## src/rtl/ws2812_rx_if.sv

```systemverilog
// WS2812 receiver bus: serial line in, decoded pixel and frame status out.
// The receiver uses the master modport; a consumer/driver uses slave.
interface ws2812_rx_if #(
    parameter int LED_COUNT = 8
);
    localparam int IW = $clog2(LED_COUNT + 1);
    localparam int FW = IW + 1;

    logic          din;
    logic [23:0]   pixel;
    logic          pixel_valid;
    logic [IW-1:0] pixel_index;
    logic          frame_done;
    logic [FW-1:0] frame_count;
    logic          frame_error;
    logic          bit_error;
    logic          busy;

    modport master (
        input  din,
        output pixel,
        output pixel_valid,
        output pixel_index,
        output frame_done,
        output frame_count,
        output frame_error,
        output bit_error,
        output busy
    );

    modport slave (
        output din,
        input  pixel,
        input  pixel_valid,
        input  pixel_index,
        input  frame_done,
        input  frame_count,
        input  frame_error,
        input  bit_error,
        input  busy
    );
endinterface

```

## src/rtl/ws2812_rx.sv

```systemverilog
// WS2812 bitstream receiver/checker. Measures every high pulse on the
// synchronized line, decodes it into a bit, packs 24 bits into a pixel word
// and delimits frames on the latch gap. Pulse-width violations, partial
// pixels and wrong pixel counts are reported with the end-of-frame strobe.
module ws2812_rx #(
    parameter int LED_COUNT    = 8,
    parameter int MIN_HIGH     = 8,
    parameter int BIT_THRESH   = 30,
    parameter int MAX_HIGH     = 50,
    parameter int RESET_CYCLES = 2000,
    parameter int CW           = 16
) (
    input  logic        clk,
    input  logic        reset,
    ws2812_rx_if.master bus
);
    localparam int IW = $clog2(LED_COUNT + 1);
    localparam int FW = IW + 1;

    // Pulse widths are compared on CW+1 bits so that cnt+1 cannot wrap.
    localparam logic [CW:0]    W_ONE    = (CW+1)'(1);
    localparam logic [CW:0]    MIN_W    = (CW+1)'(MIN_HIGH);
    localparam logic [CW:0]    THR_W    = (CW+1)'(BIT_THRESH);
    localparam logic [CW:0]    MAX_W    = (CW+1)'(MAX_HIGH);
    localparam logic [CW-1:0]  CNT_ONE  = CW'(1);
    localparam logic [CW-1:0]  MAX_CNT  = CW'(MAX_HIGH);
    localparam logic [CW-1:0]  GAP_LAST = CW'(RESET_CYCLES - 1);
    localparam logic [IW-1:0]  IDX_ONE  = IW'(1);
    localparam logic [IW-1:0]  IDX_MAX  = IW'(LED_COUNT);
    localparam logic [FW-1:0]  FC_ONE   = FW'(1);
    localparam logic [FW-1:0]  FC_EXP   = FW'(LED_COUNT);
    localparam logic [4:0]     LAST_BIT = 5'd23;

    typedef enum logic [2:0] {
        SYNC,
        IDLE,
        HIGH,
        LOW,
        RESYNC
    } state_t;

    state_t        state;

    logic          s1;
    logic          s2;
    logic          s3;
    logic          rise;
    logic          fall;

    logic [CW-1:0] cnt;
    logic [CW:0]   w;
    logic          bit_val;
    logic          gap_done;
    logic          end_frame;

    logic [23:0]   sr;
    logic [4:0]    bitcnt;
    logic [FW-1:0] pix_cnt;
    logic          err;
    logic          word_vld_p1;

    // Two-flop synchronizer for the asynchronous line plus one delay flop
    // for edge detection. Both edges see the same delay, so widths are exact.
    always_ff @(posedge clk or posedge reset) begin
        if (reset) begin
            s1 <= 1'b0;
            s2 <= 1'b0;
            s3 <= 1'b0;
        end else begin
            s1 <= bus.din;
            s2 <= s1;
            s3 <= s2;
        end
    end

    assign rise = s2 & ~s3;
    assign fall = ~s2 & s3;

    // Shared pulse/gap counter: restarts on every edge, saturates at all-ones.
    always_ff @(posedge clk or posedge reset) begin
        if (reset) begin
            cnt <= '0;
        end else if (rise | fall) begin
            cnt <= '0;
        end else if (cnt != '1) begin
            cnt <= cnt + CNT_ONE;
        end
    end

    // Pulse classification and gap/frame-end detection.
    always_comb begin
        w         = {1'b0, cnt} + W_ONE;
        bit_val   = (w >= THR_W);
        // Low for RESET_CYCLES consecutive cycles since the last falling edge.
        gap_done  = ~s2 & ~fall & (cnt == GAP_LAST);
        end_frame = 1'b0;
        if (state == LOW) begin
            end_frame = ~rise & gap_done;
        end else if (state == RESYNC) begin
            end_frame = gap_done;
        end
    end

    // Frame state machine with bit/pixel accumulation and registered outputs.
    always_ff @(posedge clk or posedge reset) begin
        if (reset) begin
            state           <= SYNC;
            sr              <= '0;
            bitcnt          <= '0;
            pix_cnt         <= '0;
            err             <= 1'b0;
            word_vld_p1     <= 1'b0;
            bus.pixel       <= '0;
            bus.pixel_valid <= 1'b0;
            bus.pixel_index <= '0;
            bus.frame_done  <= 1'b0;
            bus.frame_count <= '0;
            bus.frame_error <= 1'b0;
            bus.bit_error   <= 1'b0;
            bus.busy        <= 1'b0;
        end else begin
            bus.pixel_valid <= 1'b0;
            bus.frame_done  <= 1'b0;
            bus.bit_error   <= 1'b0;
            word_vld_p1     <= 1'b0;

            // ---- stage p1: publish a completed word one cycle after its last bit
            if (bus.pixel_valid) begin
                bus.pixel_index <= bus.pixel_index + IDX_ONE;
            end
            if (word_vld_p1 && (bus.pixel_index < IDX_MAX)) begin
                bus.pixel       <= sr;
                bus.pixel_valid <= 1'b1;
            end

            // ---- stage p0: edge-driven decode
            case (state)
                SYNC: begin
                    // Ignore everything until a full latch gap has been seen.
                    if (gap_done) begin
                        state <= IDLE;
                    end
                end

                IDLE: begin
                    if (rise) begin
                        state           <= HIGH;
                        sr              <= '0;
                        bitcnt          <= '0;
                        pix_cnt         <= '0;
                        err             <= 1'b0;
                        bus.pixel_index <= '0;
                        bus.busy        <= 1'b1;
                    end
                end

                HIGH: begin
                    if (fall) begin
                        if (w < MIN_W) begin
                            // Glitch: drop the bit, keep the partial pixel.
                            bus.bit_error <= 1'b1;
                            err           <= 1'b1;
                            state         <= LOW;
                        end else if (w > MAX_W) begin
                            bus.bit_error <= 1'b1;
                            err           <= 1'b1;
                            bitcnt        <= '0;
                            state         <= RESYNC;
                        end else begin
                            sr <= {sr[22:0], bit_val};
                            if (bitcnt == LAST_BIT) begin
                                bitcnt      <= '0;
                                word_vld_p1 <= 1'b1;
                                if (pix_cnt != '1) begin
                                    pix_cnt <= pix_cnt + FC_ONE;
                                end
                            end else begin
                                bitcnt <= bitcnt + 5'd1;
                            end
                            state <= LOW;
                        end
                    end else if (cnt == MAX_CNT) begin
                        // Stuck high: abandon the pixel and wait for a clean gap.
                        bus.bit_error <= 1'b1;
                        err           <= 1'b1;
                        bitcnt        <= '0;
                        state         <= RESYNC;
                    end
                end

                LOW: begin
                    if (rise) begin
                        state <= HIGH;
                    end
                end

                RESYNC: begin
                    // Rises only restart the gap count; nothing is decoded.
                end

                default: begin
                    state <= SYNC;
                end
            endcase

            if (end_frame) begin
                bus.frame_done  <= 1'b1;
                bus.frame_count <= pix_cnt;
                bus.frame_error <= err | (bitcnt != 5'd0) | (pix_cnt != FC_EXP);
                bus.busy        <= 1'b0;
                state           <= IDLE;
            end
        end
    end
endmodule

```

## src/flat_wrapper.sv

```systemverilog
// flat-port wrapper written by rule: the top's interface ports become plain ports
module ws2812_rx_flat 
#(
    parameter int LED_COUNT    = 8,
    parameter int MIN_HIGH     = 8,
    parameter int BIT_THRESH   = 30,
    parameter int MAX_HIGH     = 50,
    parameter int RESET_CYCLES = 2000,
    parameter int CW           = 16
)
  (clk, reset, bus_din, bus_pixel, bus_pixel_valid, bus_pixel_index, bus_frame_done, bus_frame_count, bus_frame_error, bus_bit_error, bus_busy);
  ws2812_rx_if #(.LED_COUNT(LED_COUNT)) bus_i ();
  input  logic clk;
  input  logic reset;
  input wire logic [$bits(bus_i.din)-1:0] bus_din;
  output wire logic [$bits(bus_i.pixel)-1:0] bus_pixel;
  output wire logic [$bits(bus_i.pixel_valid)-1:0] bus_pixel_valid;
  output wire logic [$bits(bus_i.pixel_index)-1:0] bus_pixel_index;
  output wire logic [$bits(bus_i.frame_done)-1:0] bus_frame_done;
  output wire logic [$bits(bus_i.frame_count)-1:0] bus_frame_count;
  output wire logic [$bits(bus_i.frame_error)-1:0] bus_frame_error;
  output wire logic [$bits(bus_i.bit_error)-1:0] bus_bit_error;
  output wire logic [$bits(bus_i.busy)-1:0] bus_busy;
  assign bus_i.din = bus_din;
  assign bus_pixel = bus_i.pixel;
  assign bus_pixel_valid = bus_i.pixel_valid;
  assign bus_pixel_index = bus_i.pixel_index;
  assign bus_frame_done = bus_i.frame_done;
  assign bus_frame_count = bus_i.frame_count;
  assign bus_frame_error = bus_i.frame_error;
  assign bus_bit_error = bus_i.bit_error;
  assign bus_busy = bus_i.busy;
  ws2812_rx #(.LED_COUNT(LED_COUNT), .MIN_HIGH(MIN_HIGH), .BIT_THRESH(BIT_THRESH), .MAX_HIGH(MAX_HIGH), .RESET_CYCLES(RESET_CYCLES), .CW(CW)) u_core (.clk(clk), .reset(reset), .bus(bus_i));
endmodule
```

## config.mk

```make
export PLATFORM = sky130hd
export DESIGN_NAME = ws2812_rx_flat
export DESIGN_NICKNAME = d
export VERILOG_FILES = /design/src/rtl/ws2812_rx_if.sv /design/src/rtl/ws2812_rx.sv /design/src/flat_wrapper.sv
export SDC_FILE = /design/constraint.sdc
export NUM_CORES = 1
export LEC_CHECK = 0
export CAP_MARGIN = 20
export CORE_MARGIN = 2
export CORE_UTILIZATION = 45
export CTS_BUF_LIST = sky130_fd_sc_hd__clkbuf_16
export CTS_CLUSTER_DIAMETER = 80
export DETAILED_ROUTE_END_ITERATION = 8
export PLACE_DENSITY_LB_ADDON = 0.25
export SKIP_CTS_REPAIR_TIMING = 1
export SLEW_MARGIN = 20
export SYNTH_ARGS = -nofsm -noshare
export SYNTH_HDL_FRONTEND = slang
export SYNTH_SLANG_ARGS = --single-unit
```

## constraint.sdc

```tcl
create_clock -name clk -period 5.66 [get_ports clk]
set_input_delay 1.132 -clock clk [delete_from_list [all_inputs] [get_ports clk]]
set_output_delay 1.132 -clock clk [all_outputs]
set_load 0.05 [all_outputs]
```

Word-level counts from Yosys, hierarchy flattened
Index checks and enable logic that the tools add are counted.

operators by class
  add/sub/neg operators = 5
  multiply operators = 0
  div/mod/pow operators = 0
  $lt $le $gt $ge = 4
  eq/ne operators = 23
  shift operators = 0
  muxes and demuxes = 54
  bitwise gates (word level) = 12
  reduce and logical (&&, ||, !) cells = 14

operator list
  cell                                                                            count
  24-bit 2-to-1 mux                                                               4
  5-bit 2-to-1 mux                                                                11
  24-bit one-hot mux with 2 select lines                                          1
  16-bit 2-to-1 mux                                                               2
  1-bit 2-to-1 mux                                                                22
  3-bit 2-to-1 mux                                                                7
  5-bit one-hot mux with 2 select lines                                           2
  16-bit by 1-bit adder with 17-bit output (second input constant)                1
  17-bit by 5-bit >= comparator with 1-bit output (second input constant)         1
  17-bit by 6-bit > comparator with 1-bit output (second input constant)          1
  17-bit by 4-bit less-than comparator with 1-bit output (second input constant)  1
  16-bit by 1-bit adder with 16-bit output (second input constant)                1
  16-bit by 11-bit == test with 1-bit output (second input constant)              1
  16-bit by 6-bit == test with 1-bit output (second input constant)               1
  16-bit != test (second input constant)                                          1
  4-bit 2-to-1 mux                                                                3
  3-bit one-hot mux with 4 select lines                                           1
  4-bit AND reduction                                                             3
  5-bit by 1-bit adder with 5-bit output (second input constant)                  2
  2-bit by 1-bit != test with 1-bit output (second input constant)                5
  3-bit by 1-bit != test with 1-bit output (second input constant)                3
  2-bit nonzero test                                                              4
  7-bit AND reduction                                                             1
  3-bit by 2-bit == test with 1-bit output (second input constant)                2
  21 further kinds                                                                31

word-level totals
  register bits = 96
  bits in latches = 0
  memory bits (writable) = 0
  bits in read-only memories = 0
  memories kept = 0

Longest topological paths before layout
  depth in word-level cells = 9
  gate-level depth with buffers = 12
  depth with buffers taken out = 9

Least setup slack after synthesis
No wires, ideal clock.

  path type = reg-to-reg
  start = register u_core.cnt[0]
  end = register u_core.pix_cnt[0]
  setup time = 125 ps
  arrival time = 2521 ps
  required time = 5535 ps
  path slack = 3015 ps
  cell stages (with the launch flop) = 10
  path buffers = 1
  period minus slack after synthesis = 2645 ps
  path through = dfrtp_1 > ha_1 > buf_1 > nand3_1 > nor4_1 > xnor2_1 > nand4_1 > nor4b_1 > a31oi_1 > mux2_2

between the ends
  word-level cells in the longest chain between the ends = 4
  elaborated cells between the ends (all ways) = 6
  those cells by class = 1 x add/sub; 2 x order compare; 2 x eq/ne; 1 x reduce/logical

RTL lines
  element                                                                                                                          RTL line                            RTL
  from (decl)                                                                                                                      ws2812_rx.sv:50                     logic [CW-1:0] cnt;
  from (signal assigned)                                                                                                           ws2812_rx.sv:86                     cnt <= cnt + CNT_ONE;
  16-bit by 1-bit adder with 17-bit output (*)                                                                                     ws2812_rx.sv:92                     w = {1'b0, cnt} + W_ONE;
  17-bit by 4-bit less-than comparator with 1-bit output / 17-bit by 6-bit > comparator with 1-bit output (equally long branches)  ws2812_rx.sv:159, ws2812_rx.sv:164
  2-bit != test (no source line)                                                                                                   --
  7-bit AND reduction (no source line) (*)                                                                                         --
  to (signal assigned)                                                                                                             ws2812_rx.sv:175                    pix_cnt <= pix_cnt + FC_ONE;
  to (decl)                                                                                                                        ws2812_rx.sv:58                     logic [FW-1:0] pix_cnt;

Every way passes the cells marked *; elsewhere a longest branch is shown, timed or not.
A chain may end at the register's enable or synchronous reset.

Worst setup path in the final report
Same ends and word-level chain as after synthesis.

==> impl_metrics.env <==
export IMPL_hold_path_class="reg2reg"
export IMPL_min_to="u_core.s2"
export IMPL_cts_clk_slew_worst_paths_ns=0.07
export IMPL_startpoint_type="flip-flop"
export IMPL_grt_ovfl_total=0
export IMPL_timing_rr_end="u_core.pix_cnt[0]"
export IMPL_synth_top_flop_cell="dfrtp_1"
export IMPL_power_mw=1.42
export IMPL_hold_viol_final=0
export IMPL_finalWirelength_um=9310
export IMPL_min_delay_start="u_core.s1"
export IMPL_slew_viol_final=0
export IMPL_gp_congestion=0.874
export IMPL_port_buffers=40
export IMPL_grt_max_degree=75
export IMPL_p_per_area_nw_per_um2=256
export IMPL_syn_nets=479
export IMPL_ys_ff_latch=96
export IMPL_finalSetupTns_ns=0
export IMPL_yosys_area_top_type="dfrtp_1"
export IMPL_final_util=0.538
export IMPL_vias=3425
export IMPL_crit_family="simple AND/OR/NAND/NOR gates"
export IMPL_max_cap_violations=0
export IMPL_relSlewSlack=0.396
export IMPL_synth_edff_count=0
export IMPL_finClkSkew_ns=0.00843
export IMPL_track_usage=0.175
export IMPL_drc=0
export IMPL_clock_latency_ns=0.34
export IMPL_layout_min_cycle_time_ns=3.36
export IMPL_drtIter0Drc=194
export IMPL_postRouteAntennaNets=0
export IMPL_grt_pass1_wl_um=15700
export IMPL_max_freq_ghz=0.298
export IMPL_first_global_vias=3201
export IMPL_area_growth_pct=16.5
export IMPL_synth_area_leaders="dfrtp_1 51%, mux2_2 7.4%, nand2_1 5.4%"
export IMPL_ys_top_cells_by_count="96 x dfrtp_1, 68 x nand2_1, 31 x mux2_2"
export IMPL_synth_most_common_cell="dfrtp_1"
export IMPL_final_period_utilization=0.593
export IMPL_hold_depth=0
export IMPL_viasPerCell=5.45
export IMPL_cts_root_buf="clkbuf_16"
export IMPL_core_area_um2=10300
export IMPL_placed_area_um2=5190
export IMPL_r2r_start="u_core.cnt[0]"
export IMPL_tightest_slew_ns=0.906
export IMPL_synth_cell_types=52
export IMPL_fin_cells=628
export IMPL_drive_gt1_frac=0.136
export IMPL_die_h_um=107
export IMPL_dieWidth_um=107
export IMPL_crit_fanout=13
export IMPL_leakage_nw=2.38
export IMPL_critPathCaptureType="flip-flop"
export IMPL_ios=41
export IMPL_placed_cells=612
export IMPL_seq_area_frac_synth=0.506
export IMPL_initial_core_util=0.462
export IMPL_die_area_um2=11400
export IMPL_cts_tree="yes"
export IMPL_reg2reg_depth=8
export IMPL_rsz0062_at_grt="no"
export IMPL_syn_inst=464
export IMPL_critical_path_class="reg2reg"
export IMPL_reg2reg_slack_ns=2.30
export IMPL_rows=37
export IMPL_antenna_found_initial=0
export IMPL_crit_required_ns=5.89
export IMPL_clk_path_buf_depth=2
export IMPL_wl_per_cell_um=14.8
export IMPL_cts_max_level=3
export IMPL_cts_sinks=96
export IMPL_yosys_area_top_type_share=0.506
export IMPL_cp_arrival_ns=3.58
export IMPL_syn_area_um2=4750
export IMPL_ir_worst_vdd_v=0.000131
export IMPL_yosys_warnings=0
export IMPL_design_area_um2=5530
export IMPL_cts_made_buffers=9
export IMPL_firstDrtPassIters=4
export IMPL_slowest_stage="dfrtp_1"
export IMPL_nets=502
export IMPL_status="finished clean"
export IMPL_crit_buf_inv=0
export IMPL_dp_hpwl_um=6290
export IMPL_cp_cell_sequence="ha_1 > nand3_1 > nor4_1 > xnor2_1 > nand4_1 > nor4b_1 > a31oi_1 > mux2_2"
export IMPL_n_antenna_cell=0
export IMPL_setup_viol=0
export IMPL_syn_area_per_cell_um2=10.2
export IMPL_synthArstFlopShare=1.00
export IMPL_cpPeakStageDelay_ns=0.60
[worst register-to-register path, cell delays in order, from the launching register on]
cell     delay (ns)
dfrtp_1        0.60
ha_1           0.53
nand3_1        0.20
nor4_1         0.32
xnor2_1        0.25
nand4_1        0.20
nor4b_1        0.59
a31oi_1        0.24
mux2_2         0.32
[metal layers]
layer	routed length (µm)	track usage	vias up
met4	204	0.0779	0
li1	-	-	1665
met2	4420	0.271	78
met3	324	0.0371	18
met5	0	0	-
met1	4360	0.236	1664
[logic make-up (layout without fill, tap and decap cells)]
logic type      Yosys count  count (layout)  synth area share
mux                      39              39            0.0904
flops                    96              96             0.506
simple gates            171             171             0.187
compound gates           77              77             0.101
fa+ha+maj                12              12            0.0316
buf+inv                  50              78            0.0488
xor+xnor                 19              19            0.0351
[stage by stage]
stage	hold WS [ns]	worst slack (ns)
floorplan	0.331	2.02
finish	0.352	2.30
global route	0.361	1.99
detailed placement	0.336	2.38
global placement	0.336	2.48
CTS	0.352	2.37
[worst max-delay path by stage]
stage / from / to / cells after the start
final: u_core.cnt[0] / u_core.pix_cnt[0] / 8
after CTS: u_core.cnt[0] / u_core.sr[0] / 9
after global routing: u_core.cnt[0] / u_core.pix_cnt[0] / 8
after detailed placement: u_core.cnt[0] / u_core.pix_cnt[0] / 8
after global placement: u_core.cnt[0] / u_core.sr[0] / 9
after floorplan: reset / u_core.bitcnt[0] / 1
[layout by cell type, fill, tap and decap left out, types with 7 or more instances in the layout]
cell type        synthesis  routed
a21oi_1                 17      17
nor3_1                  13      13
dfrtp_1                 96      96
o21ai_0                 13      13
nor2_1                  23      23
mux2_2                  31      31
xnor2_1                 12      12
inv_1                   18      17
xor2_1                   7       7
nand2_1                 68      68
clkbuf_16                0       9
clkdlybuf4s50_1          0      40
nand4_1                 12      12
o21ai_1                 18      18
nand3_1                 18      18
ha_1                    12      12
mux2i_1                  8       8
[where the power goes]
part	internal (mW)	switching (mW)	total (mW)
registers	0.690	0.0136	0.704
logic	0.0176	0.0347	0.0523
clock network	0.393	0.270	0.662
total	1.10	0.318	1.42
[sequential cells by signal, indices dropped and copies added, names as in the netlist, 3 cells and up]
register and count:
u_core.cnt 16, u_core.bus.pixel_index 4, u_core.bus.pixel 24, u_core.pix_cnt 5
u_core.bitcnt 5, u_core.state 3, u_core.sr 24, u_core.bus.frame_count 5
[final cells by class]
type                    count  area [µm²]
fillers                   923        4750
well taps                 136         170
repair buffers             44         430
multi-input cells         318        2130
clock buffers               9         225
flip-flops and latches     96        2400
inverters                  18        70.1
clock inverters             7         101
(Power assumes the default switching activity.)
==> variant: new RTL, config.mk and constraints unchanged <==
`CW` is set to 16 in 2 places; all go to 15.
--- a/src/rtl/ws2812_rx.sv
+++ b/src/rtl/ws2812_rx.sv
@@ -8,7 +8,7 @@
     parameter int BIT_THRESH   = 30,
     parameter int MAX_HIGH     = 50,
     parameter int RESET_CYCLES = 2000,
-    parameter int CW           = 16
+    parameter int CW           = 15
 ) (
     input  logic        clk,
     input  logic        reset,
--- a/src/flat_wrapper.sv
+++ b/src/flat_wrapper.sv
@@ -6,7 +6,7 @@
     parameter int BIT_THRESH   = 30,
     parameter int MAX_HIGH     = 50,
     parameter int RESET_CYCLES = 2000,
-    parameter int CW           = 16
+    parameter int CW           = 15
 )
   (clk, reset, bus_din, bus_pixel, bus_pixel_valid, bus_pixel_index, bus_frame_done, bus_frame_count, bus_frame_error, bus_bit_error, bus_busy);
   ws2812_rx_if #(.LED_COUNT(LED_COUNT)) bus_i ();
Check against the original RTL: no difference found for any inputs over 10 cycles, from zero or initial values and one cycle with reset high; that may be too few to reach the edited logic, so the function may still have changed.
==> variant against the original RTL <==
Area after synthesis decreased by 2.2%; final area decreased by 1.5%; routed wire length decreased by 3.1%; setup slack improved by 0.10 ns; sequential cell count decreased by 1; sequential power decreased by 1%; via count increased by 0.12%; clock power decreased by 13%; clock skew increased by 0.0019 ns; power decreased by 7.1%; critical path depth unchanged; worst hold slack improved by 0.012 ns; critical path type unchanged; largest cell class unchanged.
==> variant: results (changes against the original RTL) <==
| Metric | Value |
|---|---|
| Gpl congestion | 0.819 (-6.3%) |
| Root Buffer | clkbuf_16 |
| Slowest Stage Delay on Critical Path | 0.56 ns (-0.04 ns) |
| Max clock buf depth | 2 (unchanged) |
| Reg2Reg Setup Slack | 2.41 ns (+0.10 ns) |
| Total CTS buffers | 9 (unchanged) |
| Crit path max-delay family | compound AO/OA/AOI/OAI gates |
| Async SR Flop Fraction | 100% (unchanged) |
| Distinct cells, synth | 57 (+9.6%) |
| Switching share of total power | 23.9% (+1.5 points) |
| # fillers | 922 (-0.11%) |
| Clk_skew | 0.0103 ns (+0.00191 ns) |
| Initial antenna violation count | 0 (unchanged) |
| Worst Setup Path Type | register to register |
| Global-route wire length before repair | 15800 um (+0.31%) |
| Top cells by area, synth | dfrtp_1, mux2_2, nand2_1, o21ai_0, ha_1 |
| Worst-path clk slew | 0.07 ns (about the same) |
| Worst-Skew Late Latency | 0.34 ns (about the same) |
| Status | complete, no violations |
| Final WL | 9020 um (-3.1%) |
| Biggest regs | u_core.bus.pixel x24, u_core.sr x24, u_core.cnt x15 |
| 1st-iter DRT viols | 178 (-8.2%) |
| Largest net degree at the start of global routing | 49 (-35%) |
| HPWL after DPL | 6180 um (-1.7%) |
| Hold Violations, Final | 0 (unchanged) |
| Top post-synthesis cells by count | dfrtp_1, nand2_1, o21ai_0 |
| Seq/Total Area, Yosys | 51.2% (+0.58 points) |
| Worst reg2reg endpoint | u_core.pix_cnt[1]$_DFFE_PP0P_ |
| Synthesized Nets | 476 (-0.63%) |
| Via Count | 3429 (+0.12%) |
| Arr. time, crit path | 3.48 ns (-0.10 ns) |
| Worst hold path type | register to register |
| Ratio of cells with drive above 1 in the final layout | 12.5% (-1.1 points) |
| LEAKAGE | 2.43 nW (+2.1%) |
| Critical-path maximum fanout | 12 (-1) |
| Final Max Tran Viols | 0 (unchanged) |
| Slew headroom | 41.1% (+1.6 points) |
| Top FF cell, synth | dfrtp_1 |
| Worst VDD drop | 137 uV (+4.2%) |
| Worst Hold End | u_core.s2$_DFF_PP0_ |
| Total track usage | 17.4% (-0.094 points) |
| WHS Path Cells | 0 (unchanged) |
| CTS H-tree depth | 3 (unchanged) |
| Reg2Reg Depth | 8 (unchanged) |
| HP Start | u_core.s1$_DFF_PP0_ |
| Fin nets | 506 (+0.80%) |
| Number of global-route vias before repair | 3234 (+1.0%) |
| Drt pass-1 iters | 5 (+1) |
| Critical Path Slowest Stage Cell | dfrtp_1 |
==> variant: changes by cell type after synthesis, sizes merged, moves of 4 or more <==
| cell | unedited run | this run |
|---|---|---|
| buf | 16 | 8 |
| a21oi | 17 | 23 |
| nand3 | 18 | 12 |
| nor2 | 23 | 27 |
| nor3 | 13 | 9 |
| o31ai | 2 | 7 |
| mux2i | 8 | 4 |
| nand4 | 13 | 6 |
| o21ai | 32 | 36 |
==> variant: metrics by stage <==
step	area, um^2	setup WS [ns]	hold WS (ns)	instances
finish	5450	2.41	0.364	632
global route	5450	2.22	0.376	632
CTS	5450	2.44	0.370	632
detailed placement	5160	2.47	0.355	616
global placement	5140	2.53	0.341	615
floorplan	4640	2.05	0.331	461
==> variant: power by group through the flow <==
stage | registers, mW | logic, mW | clock network (mW)
floorplan | 0.699 | 0.0453 | 0
global placement | 0.706 | 0.0497 | 0
detailed placement | 0.706 | 0.0522 | 0
CTS | 0.693 | 0.0524 | 0.590
global route | 0.694 | 0.0585 | 0.616
finish | 0.694 | 0.0507 | 0.573
==> variant: cells by family (layout without fill, tap and decap cells) <==
group           Yosys count  after routing  synth area share (%)
xor+xnor                 14             14                  2.64
simple gates            168            168                  18.8
buf+inv                  47             82                  4.09
mux                      34             34                  8.14
compound gates           91             91                  11.9
flops                    95             95                  51.2
fa+ha+maj                12             12                  3.23
==> variant: worst max path at each step <==
stage / to / slack (ns) / depth (start not counted)
after floorplan: u_core.bitcnt[0]$_DFFE_PP0P_ / 2.05 / 1
final: u_core.pix_cnt[1]$_DFFE_PP0P_ / 2.41 / 8
after global placement: u_core.pix_cnt[1]$_DFFE_PP0P_ / 2.53 / 8
after global routing: u_core.pix_cnt[1]$_DFFE_PP0P_ / 2.22 / 8
after detailed placement: u_core.pix_cnt[1]$_DFFE_PP0P_ / 2.47 / 8
after CTS: u_core.pix_cnt[1]$_DFFE_PP0P_ / 2.44 / 8
==> variant: area by class of cell <==
type / count / share of cell area, %
clock buffer: 9 / 4.14
clock inverter: 7 / 1.06
inverter: 21 / 1.47
multi-input combinational: 319 / 38.3
sequential: 95 / 43.6
tap: 136 / 3.12
timing repair buffer: 45 / 8.27
==> variant: worst reg2reg max path: cells and delay by family (launching register included) <==
kind / cells / cell delay [ns]
AO/OA/AOI/OAI: 3 / 0.97
flip-flops: 1 / 0.56
adder cells (fa/ha/maj): 1 / 0.44
AND/OR/NAND/NOR: 3 / 0.83
multiplexers: 1 / 0.34
==> variant: routing by layer <==
metal	GRT usage (%)	routed length, um
met4	5.73	152
met5	0	0
met1	25.0	4410
met2	26.8	4130
met3	3.09	327
